===== src/rtl/lobovic_uart_pkg.sv =====
// Shared types and divider helpers for the LoboVIC UART blocks.
package lobovic_uart_pkg;

    localparam int unsigned OS = 16;

    typedef enum logic [2:0] {
        StIdle,
        StStart,
        StData,
        StStop,
        StBreak
    } rx_state_e;

    // Rounded clocks-per-oversample-tick.
    function automatic int unsigned uart_div(input int unsigned clk_hz, input int unsigned baud);
        return (clk_hz + (baud * OS) / 2) / (baud * OS);
    endfunction

    function automatic int unsigned cnt_width(input int unsigned n);
        return (n > 1) ? $clog2(n) : 1;
    endfunction

    localparam int unsigned DefaultDiv  = uart_div(50_000_000, 115200);
    localparam int unsigned DefaultDivW = cnt_width(DefaultDiv);
    localparam int unsigned OsW         = cnt_width(OS);

endpackage


===== src/rtl/lobovic_uart_tick.sv =====
// Oversample tick divider; held at zero while clear is high so the phase follows the start edge.
module lobovic_uart_tick
    import lobovic_uart_pkg::*;
#(
    parameter int unsigned Div = 27
) (
    input  logic clk_50M,
    input  logic rst,
    input  logic clear,
    output logic tick
);

    localparam int unsigned     CntW    = cnt_width(Div);
    localparam logic [CntW-1:0] CntLast = CntW'(Div - 1);

    logic [CntW-1:0] cnt_q, cnt_d;

    always_comb begin
        tick  = !clear && (cnt_q == CntLast);
        cnt_d = cnt_q + CntW'(1);
        if (clear || tick) begin
            cnt_d = '0;
        end
    end

    always_ff @(posedge clk_50M or posedge rst) begin
        if (rst) begin
            cnt_q <= '0;
        end else begin
            cnt_q <= cnt_d;
        end
    end

endmodule


===== src/rtl/lobovic_uart_rx.sv =====
// 8N1 UART receiver: 16x oversampling, 3-sample majority vote, one-byte holding register
// with valid/ready handoff, framing-error and overrun pulses.
module lobovic_uart_rx
    import lobovic_uart_pkg::*;
#(
    parameter int unsigned CLK_HZ = 50_000_000,
    parameter int unsigned BAUD   = 115200,
    parameter int unsigned OS     = 16
) (
    input  logic       clk_50M,
    input  logic       rst,
    input  logic       UART_RX,
    output logic [7:0] rx_data,
    output logic       rx_valid,
    input  logic       rx_ready,
    output logic       frame_err,
    output logic       overrun
);

    localparam int unsigned Div    = uart_div(CLK_HZ, BAUD);
    localparam int unsigned OsCntW = $clog2(OS);

    logic [1:0]        sync_q;
    logic              rxs;
    rx_state_e         state_q, state_d;
    logic [OsCntW-1:0] os_cnt_q, os_cnt_d;
    logic [2:0]        bit_idx_q, bit_idx_d;
    logic [1:0]        samp_q, samp_d;
    logic [7:0]        shift_q, shift_d;
    logic [7:0]        data_q, data_d;
    logic              valid_q, valid_d;
    logic              fe_q, fe_d;
    logic              ov_q, ov_d;
    logic              tick, tick_clear, os_last, decide, maj, deliver, xfer;

    assign rxs = sync_q[1];

    assign tick_clear = (state_q == StIdle) || (state_q == StBreak);

    lobovic_uart_tick #(
        .Div(Div)
    ) u_tick (
        .clk_50M(clk_50M),
        .rst    (rst),
        .clear  (tick_clear),
        .tick   (tick)
    );

    // Samples land as os_cnt becomes 7 and 8; the vote completes with rxs as it becomes 9.
    assign os_last = (os_cnt_q == OsCntW'(OS - 1));
    assign decide  = tick && (os_cnt_q == OsCntW'(8));
    assign maj     = (samp_q[1] & samp_q[0]) | (samp_q[1] & rxs) | (samp_q[0] & rxs);
    assign xfer    = valid_q & rx_ready;

    always_comb begin
        state_d   = state_q;
        os_cnt_d  = os_cnt_q;
        bit_idx_d = bit_idx_q;
        samp_d    = samp_q;
        shift_d   = shift_q;
        deliver   = 1'b0;
        fe_d      = 1'b0;

        if (tick) begin
            os_cnt_d = os_last ? '0 : os_cnt_q + OsCntW'(1);
            if ((os_cnt_q == OsCntW'(6)) || (os_cnt_q == OsCntW'(7))) begin
                samp_d = {samp_q[0], rxs};
            end
        end

        case (state_q)
            StIdle: begin
                if (!rxs) begin
                    state_d  = StStart;
                    os_cnt_d = '0;
                end
            end
            StStart: begin
                if (decide && maj) begin
                    state_d = StIdle;
                end else if (tick && os_last) begin
                    state_d   = StData;
                    bit_idx_d = '0;
                end
            end
            StData: begin
                if (decide) begin
                    shift_d = {maj, shift_q[7:1]};
                end
                if (tick && os_last) begin
                    if (bit_idx_q == 3'd7) begin
                        state_d = StStop;
                    end else begin
                        bit_idx_d = bit_idx_q + 3'd1;
                    end
                end
            end
            StStop: begin
                // Leave mid-stop so a back-to-back start edge is caught.
                if (decide) begin
                    if (maj) begin
                        deliver = 1'b1;
                        state_d = StIdle;
                    end else begin
                        fe_d    = 1'b1;
                        state_d = StBreak;
                    end
                end
            end
            StBreak: begin
                if (rxs) begin
                    state_d = StIdle;
                end
            end
            default: state_d = StIdle;
        endcase
    end

    always_comb begin
        data_d  = data_q;
        valid_d = valid_q;
        ov_d    = 1'b0;
        if (deliver) begin
            if (!valid_q || xfer) begin
                data_d  = shift_q;
                valid_d = 1'b1;
            end else begin
                ov_d = 1'b1;
            end
        end else if (xfer) begin
            valid_d = 1'b0;
        end
    end

    always_ff @(posedge clk_50M or posedge rst) begin
        if (rst) begin
            sync_q    <= 2'b11;
            state_q   <= StIdle;
            os_cnt_q  <= '0;
            bit_idx_q <= '0;
            samp_q    <= '0;
            shift_q   <= '0;
            data_q    <= '0;
            valid_q   <= 1'b0;
            fe_q      <= 1'b0;
            ov_q      <= 1'b0;
        end else begin
            sync_q    <= {sync_q[0], UART_RX};
            state_q   <= state_d;
            os_cnt_q  <= os_cnt_d;
            bit_idx_q <= bit_idx_d;
            samp_q    <= samp_d;
            shift_q   <= shift_d;
            data_q    <= data_d;
            valid_q   <= valid_d;
            fe_q      <= fe_d;
            ov_q      <= ov_d;
        end
    end

    assign rx_data   = data_q;
    assign rx_valid  = valid_q;
    assign frame_err = fe_q;
    assign overrun   = ov_q;

endmodule


===== config.mk =====
export PLATFORM = sky130hd
export DESIGN_NAME = lobovic_uart_rx
export DESIGN_NICKNAME = d
export VERILOG_FILES = /design/src/rtl/lobovic_uart_pkg.sv /design/src/rtl/lobovic_uart_tick.sv /design/src/rtl/lobovic_uart_rx.sv
export SDC_FILE = /design/constraint.sdc
export NUM_CORES = 1
export LEC_CHECK = 0
export ABC_AREA = 1
export BUFFER_PORTS_ARGS = -buffer_cell sky130_fd_sc_hd__buf_2
export CAP_MARGIN = 20
export CORE_MARGIN = 2
export CORE_UTILIZATION = 50
export CTS_BUF_LIST = sky130_fd_sc_hd__clkbuf_4 sky130_fd_sc_hd__clkbuf_8
export CTS_CLUSTER_SIZE = 40
export DETAILED_ROUTE_END_ITERATION = 10
export PLACE_DENSITY = 0.72
export SYNTH_ARGS = -nofsm -noshare
export SYNTH_HDL_FRONTEND = slang
export SYNTH_SLANG_ARGS = --single-unit
export TNS_END_PERCENT = 30

===== constraint.sdc =====
create_clock -name clk_50M -period 1.5 [get_ports clk_50M]
set_input_delay 0.3 -clock clk_50M [delete_from_list [all_inputs] [get_ports clk_50M]]
set_output_delay 0.3 -clock clk_50M [all_outputs]
set_load 0.05 [all_outputs]

==> impl_metrics.sql <==
INSERT INTO impl_metrics (metric_group, metric, value, unit) VALUES
('cts', 'clkLatencyLatePin', '300', 'ps'),
('sta', 'final.setup.worst_slack', '-75.1', 'ps'),
('critical_path', 'cp_data_required_time', '1700', 'ps'),
('sta', 'setup_viol_count_final', '16', ''),
('global_routing', 'grt_use_total', '19.6', '%'),
('yosys', 'distinct_cells_synth', '30', ''),
('yosys', 'synth_top_flop_cell', 'sky130_fd_sc_hd__dfrtp_1', ''),
('yosys', 'syn_nets', '225', ''),
('yosys', 'syn_area_per_cell', '8.64', 'sq um'),
('global_routing', 'first_global_vias', '1443', ''),
('flow_run', 'maximum_capacitance_violations', '0', ''),
('sta', 'max_transition_margin', '73.7', '%'),
('critical_path', 'startpoint', 'os_cnt_q[0]$_DFF_PP0_', ''),
('critical_path', 'worst_r2r_startpoint', 'os_cnt_q[0]$_DFF_PP0_', ''),
('power_and_ir_drop', 'p_leak', '0.00131', 'uW'),
('sta', 'actual_transition_at_the_worst_max_transition_pin', '392', 'ps'),
('critical_path', 'rr_endpoint', 'state_q[1]$_DFFE_PP0P_', ''),
('route', 'via_count', '1522', ''),
('critical_path', 'path_max_fanout', '4', ''),
('placement', 'placement.setup.worst_slack', '-94.9', 'ps'),
('floorplan', 'die_area', '4200', 'sq um'),
('finish', 'fin_nets', '272', ''),
('yosys', 'synthesis.yosys.warnings', '0', ''),
('sta', 'final-hold-violation-count', '0', ''),
('sta', 'minimum_clock_period', '1580', 'ps'),
('worst_hold_path', 'hold_path_class', 'primary input to flop', ''),
('global_routing', 'grt_pass1_wl', '6180', 'um'),
('global_routing', 'grt_max_degree', '23', ''),
('sta', 'achievable-frequency', '635', 'MHz'),
('yosys', 'share_of_the_synthesized_area_in_compound_gates_ao_oa_aoi_oai', '7.37', '%'),
('critical_path', 'reg2reg_depth', '11', ''),
('critical_path', 'cp_slowest_cell', 'sky130_fd_sc_hd__dfrtp_1', ''),
('yosys', 'syn_inst', '214', ''),
('critical_path', 'regToRegSetupSlack', '-80', 'ps'),
('placement', 'dp_hpwl', '2460', 'um'),
('finish', 'fraction_of_layout_cells_with_a_size_suffix_above_1', '32.1', '%'),
('yosys', 'synth-edff-count', '0', ''),
('critical_path', 'worst_path_largest_cell_delay', '380', 'ps'),
('status', 'result_of_the_run', 'finished, violations left', ''),
('worst_hold_path', 'whs_path_depth', '1', ''),
('floorplan', 'fp.coreArea', '3610', 'sq um'),
('route', 'route.antenna.remaining_nets', '0', ''),
('placement', 'buffer_ports.inserted', '14', ''),
('yosys', 'synth_seq_area_share', '51.6', '%'),
('yosys', 'synth-async-reset-ratio', '100', '%'),
('critical_path', 'endpoint_kind', 'flop', ''),
('critical_path', 'critical-path-top-cell-by-count', 'sky130_fd_sc_hd__nand2_1', ''),
('yosys', 'post_synth_adder_cell_area', '4.74', '%'),
('power_and_ir_drop', 'worst_ir_drop_vdd', '0.622', 'mV'),
('cts', 'path_clk_slew', '80', 'ps'),
('cts', 'cts_htree_levels', '2', ''),
('route', 'routed_wire_length_per_instance', '11.7', 'um'),
('yosys', 'combinational_family_with_the_most_area_after_synthesis', 'simple AND/OR/NAND/NOR gates', ''),
('yosys', 'synth_seq_cells', '38', ''),
('placement', 'gp_congestion', '0.775', ''),
('worst_hold_path', 'holdPathEnd', 'sync_q[0]$_DFF_PP1_', ''),
('yosys', 'netlist_area', '1850', 'sq um'),
('status', 'failed_checks', 'negative setup slack', ''),
('sta', 'period_share', '105', '%'),
('global_routing', 'grt_antenna_before_repair', '0', ''),
('sta', 'grt_setup_unrepaired', 'yes', ''),
('placement', 'placement.cell_area', '2090', 'sq um'),
('route', 'avgViaCountPerCell', '4.91', ''),
('worst_hold_path', 'min_from', 'UART_RX', ''),
('finish', 'n_antenna_cell', '0', ''),
('route', 'drcViolationCount', '0', ''),
('cts', 'tritoncts.num_buffers', '5', ''),
('floorplan', 'floorplan.die.height', '64.8', 'um'),
('critical_path', 'startpoint_type', 'flop', ''),
('floorplan', 'floorplan.initialDensity', '51.3', '%'),
('route', 'drt_pass1_iterations', '4', '');
==> final cells by class <==
cell class,count,area (sq um),share of cell area (%)
sequential,38,953,39.6
multi-input combinational,148,872,36.2
timing repair buffer,42,287,11.9
inverter,26,100,4.15
clock buffer,5,68.8,2.86
clock inverter,3,68.8,2.86
tap,48,60.1,2.49
==> sequential cells by signal (all words and copies together) (netlist names) <==
signal        cells
rx_data           8
shift_q           8
u_tick.cnt_q      5
os_cnt_q          4
bit_idx_q         3
state_q           3
samp_q            2
sync_q            2
frame_err         1
overrun           1
rx_valid          1
==> cells by family (layout without fill, tap and decap cells) <==
kind of cell,count (synthesis),after routing
compound gates,20,20
simple gates,118,118
flops,38,38
fa+ha+maj,7,7
buf+inv,28,76
xor+xnor,3,3
==> layer usage <==
metal | wire length (um) | vias up | GRT usage [%]
met5 | 0 | - | 0
li1 | - | 776 | -
met4 | 84 | 0 | 8.78
met1 | 1680 | 718 | 23.2
met2 | 1740 | 20 | 32.7
met3 | 124 | 8 | 5.73
==> cell usage in the layout, fill, tap and decap left out, types with 2 or more instances in the layout <==
cell type,count
sky130_fd_sc_hd__nand2_1,62
sky130_fd_sc_hd__dfrtp_1,36
sky130_fd_sc_hd__buf_4,26
sky130_fd_sc_hd__nand3_1,18
sky130_fd_sc_hd__inv_1,16
sky130_fd_sc_hd__nor2_1,14
sky130_fd_sc_hd__buf_2,14
sky130_fd_sc_hd__inv_2,7
sky130_fd_sc_hd__o211ai_1,7
sky130_fd_sc_hd__o21ai_1,5
sky130_fd_sc_hd__ha_1,5
sky130_fd_sc_hd__clkbuf_8,5
sky130_fd_sc_hd__nand2_2,4
sky130_fd_sc_hd__nand3_2,4
sky130_fd_sc_hd__a21oi_1,4
sky130_fd_sc_hd__nor2_2,3
sky130_fd_sc_hd__nor2_4,3
sky130_fd_sc_hd__nand2_4,2
sky130_fd_sc_hd__clkinv_1,2
sky130_fd_sc_hd__xor2_1,2
sky130_fd_sc_hd__bufinv_16,2
sky130_fd_sc_hd__dfstp_2,2
==> report_power, final <==
group          leakage, uW  total (uW)  internal (uW)  switching, uW
Combinational     0.000743        35.2           8.86           26.4
Clock            0.0000683        1050            666            379
Sequential        0.000499        1030           1030           1.65
==> through the flow <==
step	hold WS (ps)	util (%)	total power, uW	std cells
floorplan	304	-	1070	214
global placement	216	58.1	1090	290
detailed placement	215	58.1	1090	290
CTS	90.6	65.0	2130	308
global route	88.2	66.8	2180	310
finish	95.3	66.8	2110	310
==> worst max path at each step <==
stage / endpoint / slack [ps] / cells past startpoint
final: state_q[1]$_DFFE_PP0P_ / -80 / 11
after global routing: state_q[1]$_DFFE_PP0P_ / -220 / 11
after CTS: rx_data[2]$_DFFE_PP0P_ / -50 / 11
after detailed placement: state_q[1]$_DFFE_PP0P_ / -90 / 11
after global placement: state_q[1]$_DFFE_PP0P_ / -60 / 11
after floorplan: rx_data[0]$_DFFE_PP0P_ / -8 / 11
==> cells in the mapped netlist, types with 2 or more instances <==
master	instances	share of area, %
sky130_fd_sc_hd__a21oi_1	4	1.1
sky130_fd_sc_hd__clkbuf_1	2	0.41
sky130_fd_sc_hd__clkinv_1	2	0.41
sky130_fd_sc_hd__dfrtp_1	36	49
sky130_fd_sc_hd__dfstp_2	2	2.8
sky130_fd_sc_hd__ha_1	7	4.7
sky130_fd_sc_hd__inv_1	18	3.7
sky130_fd_sc_hd__inv_2	6	1.2
sky130_fd_sc_hd__nand2_1	66	13
sky130_fd_sc_hd__nand2_2	2	0.68
sky130_fd_sc_hd__nand3_1	22	6.0
sky130_fd_sc_hd__nor2_1	16	3.2
sky130_fd_sc_hd__nor2_2	3	1.0
sky130_fd_sc_hd__o211ai_1	7	2.8
sky130_fd_sc_hd__o21ai_0	3	0.81
sky130_fd_sc_hd__o21ai_1	3	0.81
sky130_fd_sc_hd__xor2_1	2	0.95
==> worst max-delay path: cells and delay by family, from the launching register on <==
kind | cells | cell delay [ps]
buf+inv | 2 | 210
fa+ha+maj | 1 | 140
flops | 1 | 380
simple gates | 8 | 750
==> what timing repair did <==
| item | 4_1_cts | 5_1_grt |
|---|---|---|
| cloned | 0 | 0 |
| pin swaps | 9 | 8 |
| endpoints found under the setup margin | 17 | 29 |
| setup buffers | 9 | 2 |
| endpoints found under the hold margin | 4 | 0 |
| gates resized for setup | 11 | 14 |
| hold buffers | 1 | 0 |
No activity file was read; power rests on OpenSTA's default activity.
